$ cat src/rtl/ghost_mode_ctrl_if.sv
// Ghost mode bus: event pulses from the game core into the mode sequencer,
// and the mode/strobe outputs fanned out to every ghost movement block.
// Signalling: there is no valid/ready handshake on this bus. pelletEaten and
// pacmanDied are single-cycle event pulses sampled on every rising clk edge;
// a pulse held high for N cycles counts as N events. All outputs are
// registered levels, except frameTick and reverseDir, which are one-cycle
// strobes.
interface ghost_mode_ctrl_if;
    logic       pelletEaten;
    logic       pacmanDied;
    logic       frameTick;
    logic       isScatter;
    logic       isChase;
    logic       isFrightened;
    logic       frightFlash;
    logic       reverseDir;
    logic [2:0] phaseIdx;

    // Game core side: raises events, observes ghost mode.
    modport master (
        output pelletEaten,
        output pacmanDied,
        input  frameTick,
        input  isScatter,
        input  isChase,
        input  isFrightened,
        input  frightFlash,
        input  reverseDir,
        input  phaseIdx
    );

    // Mode sequencer side.
    modport slave (
        input  pelletEaten,
        input  pacmanDied,
        output frameTick,
        output isScatter,
        output isChase,
        output isFrightened,
        output frightFlash,
        output reverseDir,
        output phaseIdx
    );
endinterface

$ cat src/rtl/ghost_mode_ctrl.sv
// Global ghost behaviour sequencer: frame tick generator, spawn delay,
// scatter/chase phase schedule and frightened override with reversal strobes.
module ghost_mode_ctrl #(
    parameter int TICK_DIV           = 416_667,
    parameter int START_DELAY_FRAMES = 300,
    parameter int SCAT1              = 420,
    parameter int CHASE1             = 1200,
    parameter int SCAT2              = 420,
    parameter int CHASE2             = 1200,
    parameter int SCAT3              = 300,
    parameter int CHASE3             = 1200,
    parameter int SCAT4              = 300,
    parameter int FRIGHT_FRAMES      = 360,
    parameter int FLASH_FRAMES       = 120
) (
    input  logic               clk,
    input  logic               reset,
    ghost_mode_ctrl_if.slave   bus,
    output logic [1:0]         dbgState
);

    typedef enum logic [1:0] {
        WAIT   = 2'd0,
        RUN    = 2'd1,
        FRIGHT = 2'd2
    } state_t;

    localparam int                TICK_W      = (TICK_DIV > 2) ? $clog2(TICK_DIV) : 1;
    localparam logic [TICK_W-1:0] TICK_LAST   = TICK_W'(TICK_DIV - 1);
    localparam logic [8:0]        DELAY_LAST  = 9'(START_DELAY_FRAMES - 1);
    localparam logic [8:0]        FRIGHT_LAST = 9'(FRIGHT_FRAMES - 1);
    localparam logic [8:0]        FLASH_START = 9'(FRIGHT_FRAMES - FLASH_FRAMES);
    localparam bit                FRIGHT_EN   = (FRIGHT_FRAMES > 0);

    // Last count value of each scheduled phase; phase 7 never expires.
    function automatic logic [11:0] phaseLast(input logic [2:0] p);
        case (p)
            3'd0:    phaseLast = 12'(SCAT1 - 1);
            3'd1:    phaseLast = 12'(CHASE1 - 1);
            3'd2:    phaseLast = 12'(SCAT2 - 1);
            3'd3:    phaseLast = 12'(CHASE2 - 1);
            3'd4:    phaseLast = 12'(SCAT3 - 1);
            3'd5:    phaseLast = 12'(CHASE3 - 1);
            3'd6:    phaseLast = 12'(SCAT4 - 1);
            default: phaseLast = 12'hFFF;
        endcase
    endfunction

    logic [TICK_W-1:0] tickCnt;
    logic              frameTickQ;

    state_t      state,      stateN;
    logic [8:0]  delayCnt,   delayCntN;
    logic [11:0] phaseCnt,   phaseCntN;
    logic [8:0]  frightCnt,  frightCntN;
    logic [2:0]  phaseIdx,   phaseIdxN;

    logic scatterQ, chaseQ, frightQ, flashQ, reverseQ;
    logic scatterN, chaseN, frightN, flashN, reverseN;

    // Free-running frame divider; the tick strobe is registered one cycle after the wrap.
    always_ff @(posedge clk) begin
        if (reset) begin
            tickCnt    <= '0;
            frameTickQ <= 1'b0;
        end else begin
            if (tickCnt == TICK_LAST) begin
                tickCnt <= '0;
            end else begin
                tickCnt <= tickCnt + 1'b1;
            end
            frameTickQ <= (tickCnt == TICK_LAST);
        end
    end

    // Next-state, counter and output decode; death beats pellet beats tick expiry.
    always_comb begin
        stateN     = state;
        delayCntN  = delayCnt;
        phaseCntN  = phaseCnt;
        frightCntN = frightCnt;
        phaseIdxN  = phaseIdx;
        reverseN   = 1'b0;

        if (bus.pacmanDied) begin
            // Phase position survives a lost life; only the spawn delay restarts.
            stateN     = WAIT;
            delayCntN  = '0;
            frightCntN = '0;
        end else begin
            case (state)
                WAIT: begin
                    if (frameTickQ) begin
                        if (delayCnt == DELAY_LAST) begin
                            stateN    = RUN;
                            delayCntN = '0;
                        end else begin
                            delayCntN = delayCnt + 9'd1;
                        end
                    end
                end
                RUN: begin
                    if (frameTickQ && (phaseIdx != 3'd7)) begin
                        if (phaseCnt == phaseLast(phaseIdx)) begin
                            phaseIdxN = phaseIdx + 3'd1;
                            phaseCntN = '0;
                            reverseN  = 1'b1;
                        end else begin
                            phaseCntN = phaseCnt + 12'd1;
                        end
                    end
                    // A pellet on a phase-expiry cycle still lets the phase advance;
                    // both events share the single reversal strobe.
                    if (bus.pelletEaten && FRIGHT_EN) begin
                        stateN     = FRIGHT;
                        frightCntN = '0;
                        reverseN   = 1'b1;
                    end
                end
                FRIGHT: begin
                    if (bus.pelletEaten) begin
                        frightCntN = '0;
                    end else if (frameTickQ) begin
                        if (frightCnt == FRIGHT_LAST) begin
                            stateN = RUN;
                        end else begin
                            frightCntN = frightCnt + 9'd1;
                        end
                    end
                end
                default: begin
                    stateN = WAIT;
                end
            endcase
        end

        scatterN = (stateN == RUN) && !phaseIdxN[0] && (phaseIdxN != 3'd7);
        chaseN   = (stateN == RUN) && (phaseIdxN[0] || (phaseIdxN == 3'd7));
        frightN  = (stateN == FRIGHT);
        flashN   = (stateN == FRIGHT) && (frightCntN >= FLASH_START);
    end

    // State and counter registers.
    always_ff @(posedge clk) begin
        if (reset) begin
            state     <= WAIT;
            delayCnt  <= '0;
            phaseCnt  <= '0;
            frightCnt <= '0;
            phaseIdx  <= '0;
        end else begin
            state     <= stateN;
            delayCnt  <= delayCntN;
            phaseCnt  <= phaseCntN;
            frightCnt <= frightCntN;
            phaseIdx  <= phaseIdxN;
        end
    end

    // Registered mode outputs so they appear together with reverseDir.
    always_ff @(posedge clk) begin
        if (reset) begin
            scatterQ <= 1'b0;
            chaseQ   <= 1'b0;
            frightQ  <= 1'b0;
            flashQ   <= 1'b0;
            reverseQ <= 1'b0;
        end else begin
            scatterQ <= scatterN;
            chaseQ   <= chaseN;
            frightQ  <= frightN;
            flashQ   <= flashN;
            reverseQ <= reverseN;
        end
    end

    assign bus.frameTick    = frameTickQ;
    assign bus.isScatter    = scatterQ;
    assign bus.isChase      = chaseQ;
    assign bus.isFrightened = frightQ;
    assign bus.frightFlash  = flashQ;
    assign bus.reverseDir   = reverseQ;
    assign bus.phaseIdx     = phaseIdx;
    assign dbgState         = state;

endmodule

$ cat src/flat_wrapper.sv
// flat-port wrapper written by rule: the top's interface ports become plain ports
module ghost_mode_ctrl_flat 
#(
    parameter int TICK_DIV           = 416_667,
    parameter int START_DELAY_FRAMES = 300,
    parameter int SCAT1              = 420,
    parameter int CHASE1             = 1200,
    parameter int SCAT2              = 420,
    parameter int CHASE2             = 1200,
    parameter int SCAT3              = 300,
    parameter int CHASE3             = 1200,
    parameter int SCAT4              = 300,
    parameter int FRIGHT_FRAMES      = 360,
    parameter int FLASH_FRAMES       = 120
)
  (clk, reset, dbgState, bus_pelletEaten, bus_pacmanDied, bus_frameTick, bus_isScatter, bus_isChase, bus_isFrightened, bus_frightFlash, bus_reverseDir, bus_phaseIdx);
  ghost_mode_ctrl_if bus_i ();
  input  logic clk;
  input  logic reset;
  output logic [1:0] dbgState;
  input wire logic [$bits(bus_i.pelletEaten)-1:0] bus_pelletEaten;
  input wire logic [$bits(bus_i.pacmanDied)-1:0] bus_pacmanDied;
  output wire logic [$bits(bus_i.frameTick)-1:0] bus_frameTick;
  output wire logic [$bits(bus_i.isScatter)-1:0] bus_isScatter;
  output wire logic [$bits(bus_i.isChase)-1:0] bus_isChase;
  output wire logic [$bits(bus_i.isFrightened)-1:0] bus_isFrightened;
  output wire logic [$bits(bus_i.frightFlash)-1:0] bus_frightFlash;
  output wire logic [$bits(bus_i.reverseDir)-1:0] bus_reverseDir;
  output wire logic [$bits(bus_i.phaseIdx)-1:0] bus_phaseIdx;
  assign bus_i.pelletEaten = bus_pelletEaten;
  assign bus_i.pacmanDied = bus_pacmanDied;
  assign bus_frameTick = bus_i.frameTick;
  assign bus_isScatter = bus_i.isScatter;
  assign bus_isChase = bus_i.isChase;
  assign bus_isFrightened = bus_i.isFrightened;
  assign bus_frightFlash = bus_i.frightFlash;
  assign bus_reverseDir = bus_i.reverseDir;
  assign bus_phaseIdx = bus_i.phaseIdx;
  ghost_mode_ctrl #(.TICK_DIV(TICK_DIV), .START_DELAY_FRAMES(START_DELAY_FRAMES), .SCAT1(SCAT1), .CHASE1(CHASE1), .SCAT2(SCAT2), .CHASE2(CHASE2), .SCAT3(SCAT3), .CHASE3(CHASE3), .SCAT4(SCAT4), .FRIGHT_FRAMES(FRIGHT_FRAMES), .FLASH_FRAMES(FLASH_FRAMES)) u_core (.clk(clk), .reset(reset), .bus(bus_i), .dbgState(dbgState));
endmodule
$ cat config.mk
export PLATFORM = sky130hd
export DESIGN_NAME = ghost_mode_ctrl_flat
export DESIGN_NICKNAME = d
export VERILOG_FILES = /design/src/rtl/ghost_mode_ctrl_if.sv /design/src/rtl/ghost_mode_ctrl.sv /design/src/flat_wrapper.sv
export SDC_FILE = /design/constraint.sdc
export NUM_CORES = 1
export LEC_CHECK = 0
export ABC_AREA = 0
export BUFFER_PORTS_ARGS = -buffer_cell sky130_fd_sc_hd__buf_2
export CELL_PAD_IN_SITES_DETAIL_PLACEMENT = 1
export CELL_PAD_IN_SITES_GLOBAL_PLACEMENT = 1
export CORE_UTILIZATION = 46
export CTS_CLUSTER_DIAMETER = 100
export DETAILED_ROUTE_END_ITERATION = 8
export PLACE_DENSITY = 0.87
export SLEW_MARGIN = 25
export SYNTH_ARGS = -nofsm -noshare
export SYNTH_HDL_FRONTEND = slang
export SYNTH_SLANG_ARGS = --single-unit
$ cat constraint.sdc
create_clock -name clk -period 2.5 [get_ports clk]
set_clock_uncertainty 0.05 [all_clocks]
set_input_delay 0.25 -clock clk [delete_from_list [all_inputs] [get_ports clk]]
set_output_delay 0.25 -clock clk [all_outputs]
set_load 0.1 [all_outputs]
# --- Word level (Yosys, flattened, before mapping) ---
# Cells that the tools add are included.
totals:
  reg_bits: 60
  in_bits: 4
  out_inout_bits: 11
  elab_cells: 81
classes:
  n_addsub: 5
  n_lt_le_gt_ge: 1
  eq_ne: 17
  mux: 27
  bitwise: 2
  reduce_logical: 17
ops:
  columns: ["operator", "count"]
  rows:
  - ["9-bit 2-to-1 mux", 6]
  - ["12-bit 2-to-1 mux", 4]
  - ["12-bit one-hot mux with 3 select lines", 1]
  - ["19-bit by 1-bit adder with 19-bit output, second input constant", 1]
  - ["19-bit == test, second input constant", 1]
  - ["9-bit by 1-bit adder with 9-bit output, second input constant", 2]
  - ["9-bit == test, second input constant", 2]
  - ["9-bit one-hot mux with 2 select lines", 1]
  - ["2-bit 2-to-1 mux", 7]
  - ["12-bit by 1-bit adder with 12-bit output, second input constant", 1]
  - ["12-bit == test", 1]
  - ["3-bit == test, second input constant", 4]
  - ["3-bit 2-to-1 mux", 4]
  - ["9-bit by 8-bit >= comparator with 1-bit output, second input constant", 1]
  - ["2-bit OR reduction", 4]
  - ["3-bit by 2-bit == test with 1-bit output, second input constant", 2]
  - ["3-bit inequality test, second input constant", 2]
  - ["2-bit one-hot mux with 3 select lines", 1]
  - ["3-bit OR reduction", 2]
  - ["1-bit logical AND", 5]
  - ["2-bit by 1-bit == test with 1-bit output, second input constant", 2]
  - ["2-bit == test, second input constant", 2]
  - ["3-bit by 1-bit adder with 3-bit output, second input constant", 1]
  - ["3-bit by 1-bit == test with 1-bit output, second input constant", 1]
  - ["other kinds (8)", 11]

# --- Depth between registers and ports, before layout ---
depth:
  word_depth: 14
  ltp_mapped: 9
  depth_no_buf: 8

# --- Worst setup path before layout ---
# OpenSTA, ideal clock, no wires.
synth_path:
  path_kind: "reg-to-reg"
  from: "register u_core.phaseIdx[0] (netlist: u_core.bus.phaseIdx[0])"
  to: "register u_core.phaseCnt[10]"
  setup_time_ns: 0.117
  arrival_time_ns: 2.747
  required_ns: 2.333
  path_slack_ns: -0.414
  stages_incl_launch_ff: 10
  period_less_slack_ns: 2.914
  path_cell_list: "dfxtp_1 > inv_1 > ha_1 > and4bb_1 > a21oi_1 > o211a_1 > nor4_4 > or2_2 > buf_2 > nor2_1"
synth_via:
  elab_chain_len: 8
  word_cells_on_any_way: 19
  classes_between: "8 x eq/ne; 5 x mux; 6 x reduce/logical"
synth_lines:
  columns: ["item", "line_no", "rtl"]
  rows:
  - ["start, declared", "ghost_mode_ctrl.sv:56", "logic [2:0] phaseIdx, phaseIdxN;"]
  - ["start signal, assigned", "ghost_mode_ctrl.sv:156", "phaseIdx <= phaseIdxN;"]
  - ["3-bit by 1-bit == test with 1-bit output (tied with other cells)", "ghost_mode_ctrl.sv:37", "case (p)"]
  - ["3-bit OR reduction (no line) / 2-bit OR reduction (equally long branches)", null, null]
  - ["12-bit one-hot mux with 3 select lines", "ghost_mode_ctrl.sv:37", null]
  - ["12-bit 2-to-1 mux", "ghost_mode_ctrl.sv:103", "if (frameTickQ && (phaseIdx != 3'd7)) begin"]
  - ["12-bit 2-to-1 mux", "ghost_mode_ctrl.sv:91", "case (state)"]
  - ["12-bit 2-to-1 mux", "ghost_mode_ctrl.sv:85", "if (bus.pacmanDied) begin"]
  - ["12-bit == test", "ghost_mode_ctrl.sv:104", "if (phaseCnt == phaseLast(phaseIdx)) begin"]
  - ["12-bit 2-to-1 mux", "ghost_mode_ctrl.sv:104", null]
  - ["end signal, assigned", "ghost_mode_ctrl.sv:154", "phaseCnt <= phaseCntN;"]
  - ["end, declared", "ghost_mode_ctrl.sv:54", "logic [11:0] phaseCnt, phaseCntN;"]
# Parallel ways exist; a longest one is shown, timed or not. The select of a mux whose other input is x is not followed.
# A chain may end at the register's enable or synchronous reset.

# --- Worst setup path in the final report ---
layout_path:
  from: "register u_core.phaseIdx[0] (netlist: u_core.bus.phaseIdx[0])"
  to: "register u_core.phaseCnt[3]"
# The elaborated chain is that of the path after synthesis.

==> flow_metrics.py <==
metrics = {
    "power_and_ir_drop": {
        "internal_power_w": 0.001350,
        "switching_power_w": 0.0004174,
        "pwr_density_cell_nw_per_um2": 528.7,
        "p_comb_share_pct": 1.9,
        "power_frac_seq_pct": 54.5,
        "power_leakage_nw": 1.260,
        "clkPwrFrac_pct": 43.6,
        "p_sw_share_pct": 23.62,
        "peakVddDrop_mv": 0.4662,
    },
    "yosys": {
        "synth_adder_area_share_pct": 5.812,
        "synth-simple-area-share_pct": 31.09,
        "synthMuxAreaShare_pct": 1.660,
        "synth-compound-area-share_pct": 8.842,
        "synthFlopType": "dfxtp_1",
        "async_flop_share_pct": 0,
        "synthXorXnorAreaFrac_pct": 9.880,
        "synth_sequential_area_ratio_pct": 39.85,
        "synth_area_um2": 3014,
        "synth_edf_count": 0,
        "syn_area_per_cell_um2": 8.563,
        "ys_ff_latch": 60,
        "synth_top_family_by_area": "simple AND/OR/NAND/NOR gates",
        "yosysWarnings": 0,
        "syn-num-nets": 370,
        "netlist_instances": 352,
        "ys_types": 52,
    },
    "floorplanning": {
        "row_count": 29,
        "die_w_um": 82.95,
        "die_area_um2": 6880,
        "core_area_um2": 6350,
        "num_io_pins": 15,
        "die_h_um": 82.95,
        "start_util_pct": 47.47,
    },
    "clock_tree": {
        "hold_buffers": 0,
        "cts_resized": 0,
        "postCtsSetupBuffers": 0,
        "clockBufferDepth": 2,
        "cts.sinks": 60,
        "clock_latency_ns": 0.34,
        "cts_buffers": 9,
        "cts_tree": "yes",
        "cts-root-buf": "clkbuf_8",
        "cts_htree_levels": 3,
        "cts.reportedPaths.clkPinSlew_ns": 0.07,
    },
    "global_route": {
        "antenna_found_initial": 0,
        "grt_pass1_wl_um": 12480,
        "grt.overflow.total": 0,
        "grt_max_degree": 20,
        "grt_use_total_pct": 22.39,
        "grt_pass1_vias": 2685,
    },
    "detailed_routing": {
        "routed_wl_um": 7112,
        "remaining_drc_errors": 0,
        "detail-route-antenna-nets": 0,
        "drt_iter0_drc": 81,
        "vias": 2539,
        "avgViaCountPerCell": 5.593,
        "drt-pass1-iter-count": 4,
        "wl_per_cell_um": 15.67,
    },
    "placement": {
        "hpwl_um": 5106,
        "portBuffers": 14,
        "gp_congestion": 0.7793,
    },
    "finish": {
        "fin_util_pct": 52.63,
        "drive_gt1_share_pct": 14.06,
        "diodes": 0,
        "n_fill_cell": 773,
        "multi_input_area_um2": 1733,
        "nets": 390,
        "areaGrowthSynthToFinish_pct": 10.88,
        "regArea_um2": 1211,
    },
    "run": {
        "cap_violations": 0,
    },
    "sta": {
        "fmax_ghz": 0.4284,
        "worst_slew_pin_slew_ns": 0.5474,
        "finalCriticalPeriod_ns": 2.335,
        "rsz0062_at_grt": "false",
        "slew_viol_final": 0,
        "tns_ns": 0,
        "hold_viol": 0,
        "setup_violations": 0,
        "fin_crit_sh_pct": 93.38,
        "slew_headroom_pct": 63.03,
    },
    "worst_setup_path": {
        "worst_setup_path_start_kind": "flip-flop",
        "critPathCaptureType": "flip-flop",
        "arrival_ns": 2.51,
        "required_ns": 2.67,
        "critPathKind": "reg -> reg",
        "cp_max_fo": 10,
    },
    "outcome": {
        "status": "complete, no violations",
    },
    "hold_path": {
        "hp-class": "in -> reg",
    },
}
-- stage by stage --
step | setup slack (ns) | hold WS [ns] | std cells | instance area (µm²) | power, W
final | 0.1655 | 0.1752 | 454 | 3342 | 0.001767
after global routing | 0.002362 | 0.1827 | 454 | 3342 | 0.001830
after CTS | 0.1441 | 0.1732 | 454 | 3336 | 0.001781
after detailed placement | 0.1636 | 0.4218 | 438 | 3168 | 0.001019
after global placement | 0.2946 | 0.3917 | 438 | 3168 | 0.001018
after floorplan | 0.005695 | 0.3676 | 352 | 3024 | 0.001007
-- final cells by class --
class                           instances  area share (%)
Timing Repair Buffer                   16           2.546
Clock inverter                          5          0.7862
Multi-Input combinational cell        272           51.85
Sequential cell                        60           36.24
Clock buffer                           11           4.231
Inverter                               13           1.460
Tap cell                               77           2.883
-- path summary, 6_finish.rpt --
kind	from	endpoint	slack, ns	cells after the start
hold reg to reg	u_core.tickCnt[0]	u_core.tickCnt[0]	0.43	1
setup / recovery	u_core.bus.phaseIdx[0]	u_core.phaseCnt[3]	0.17	8
setup reg to reg	u_core.bus.phaseIdx[0]	u_core.phaseCnt[3]	0.17	8
hold / removal	reset	u_core.frightCnt[8]	0.18	2
-- layer usage --
metal / up-vias / routed length, µm / global-route usage (%)
li1: 1257 / - / -
met2: 32 / 3459 / 37.03
met4: 0 / 150 / 10.82
met1: 1238 / 3336 / 28.32
met3: 12 / 166 / 3.678
met5: - / 0 / 0
-- layout by cell type, fill, tap and decap left out, types with 10 or more instances in the layout --
cell type	Yosys	layout
clkbuf_8	0	10
ha_1	14	14
xor2_1	25	25
nand2_1	30	30
nor2_1	64	64
buf_2	3	14
a21oi_1	10	10
nand3_1	16	16
dfxtp_1	60	54
inv_1	13	13
and3_1	12	12
-- power by group through the flow --
stage / Combinational (W) / Clock [W] / Sequential (W)
after floorplan: 0.0000238 / 0 / 0.000983
after global placement: 0.0000334 / 0 / 0.000984
after detailed placement: 0.0000345 / 0 / 0.000984
after CTS: 0.0000351 / 0.000784 / 0.000962
after global routing: 0.0000384 / 0.000830 / 0.000962
final: 0.0000343 / 0.000770 / 0.000962
-- critical path, cell delays in order, from the launching register on --
cell,delay (ns)
dfxtp_4,0.36
ha_1,0.23
ha_1,0.20
and4bb_2,0.35
and3_1,0.19
nand3_1,0.12
nor4_4,0.33
or2_2,0.30
nor2_1,0.08
-- registers in the layout (all words and copies together) (netlist names) --
signal and count:
u_core.tickCnt 19, u_core.bus.isScatter 1, u_core.dbgState 2, u_core.bus.frightFlash 1, u_core.frightCnt 9, u_core.bus.isFrightened 1, u_core.delayCnt 9, u_core.bus.reverseDir 1
u_core.bus.phaseIdx 3, u_core.bus.frameTick 1, u_core.bus.isChase 1, u_core.phaseCnt 12
-- synthesized netlist by cell type (all sizes together), types with 2 or more instances --
cell type	n	share of area (%)
a31oi	2	0.42
xnor2	9	2.6
nand2b	4	0.83
nor2	65	8.2
nor3	6	1.2
nand4	10	2.3
and3	12	2.5
and4bb	2	0.83
nor4	5	1.5
and4	2	0.62
o211ai	2	0.50
nand2	30	3.7
inv	13	1.6
dfxtp	60	40
nand3	16	2.7
buf	4	0.87
nor2b	4	0.83
and2	2	0.42
a21o	2	0.50
ha	14	5.8
or3	4	0.83
o22ai	2	0.42
nand4b	4	1.2
nor3b	3	0.75
mux2i	5	1.7
a2bb2oi	3	0.87
clkbuf	3	0.37
a21oi	10	1.7
or2	4	0.83
xor2	25	7.3
o21ai	9	1.5
a22oi	3	0.75
-- kinds of logic (layout without fill, tap and decap cells) --
kind of cell | count (synthesis) | in the layout
buf+inv | 20 | 45
fa+ha+maj | 14 | 14
flops | 60 | 60
simple gates | 179 | 179
mux | 5 | 5
xor+xnor | 34 | 34
compound gates | 40 | 40
Power figures use the tool's default switching activity.
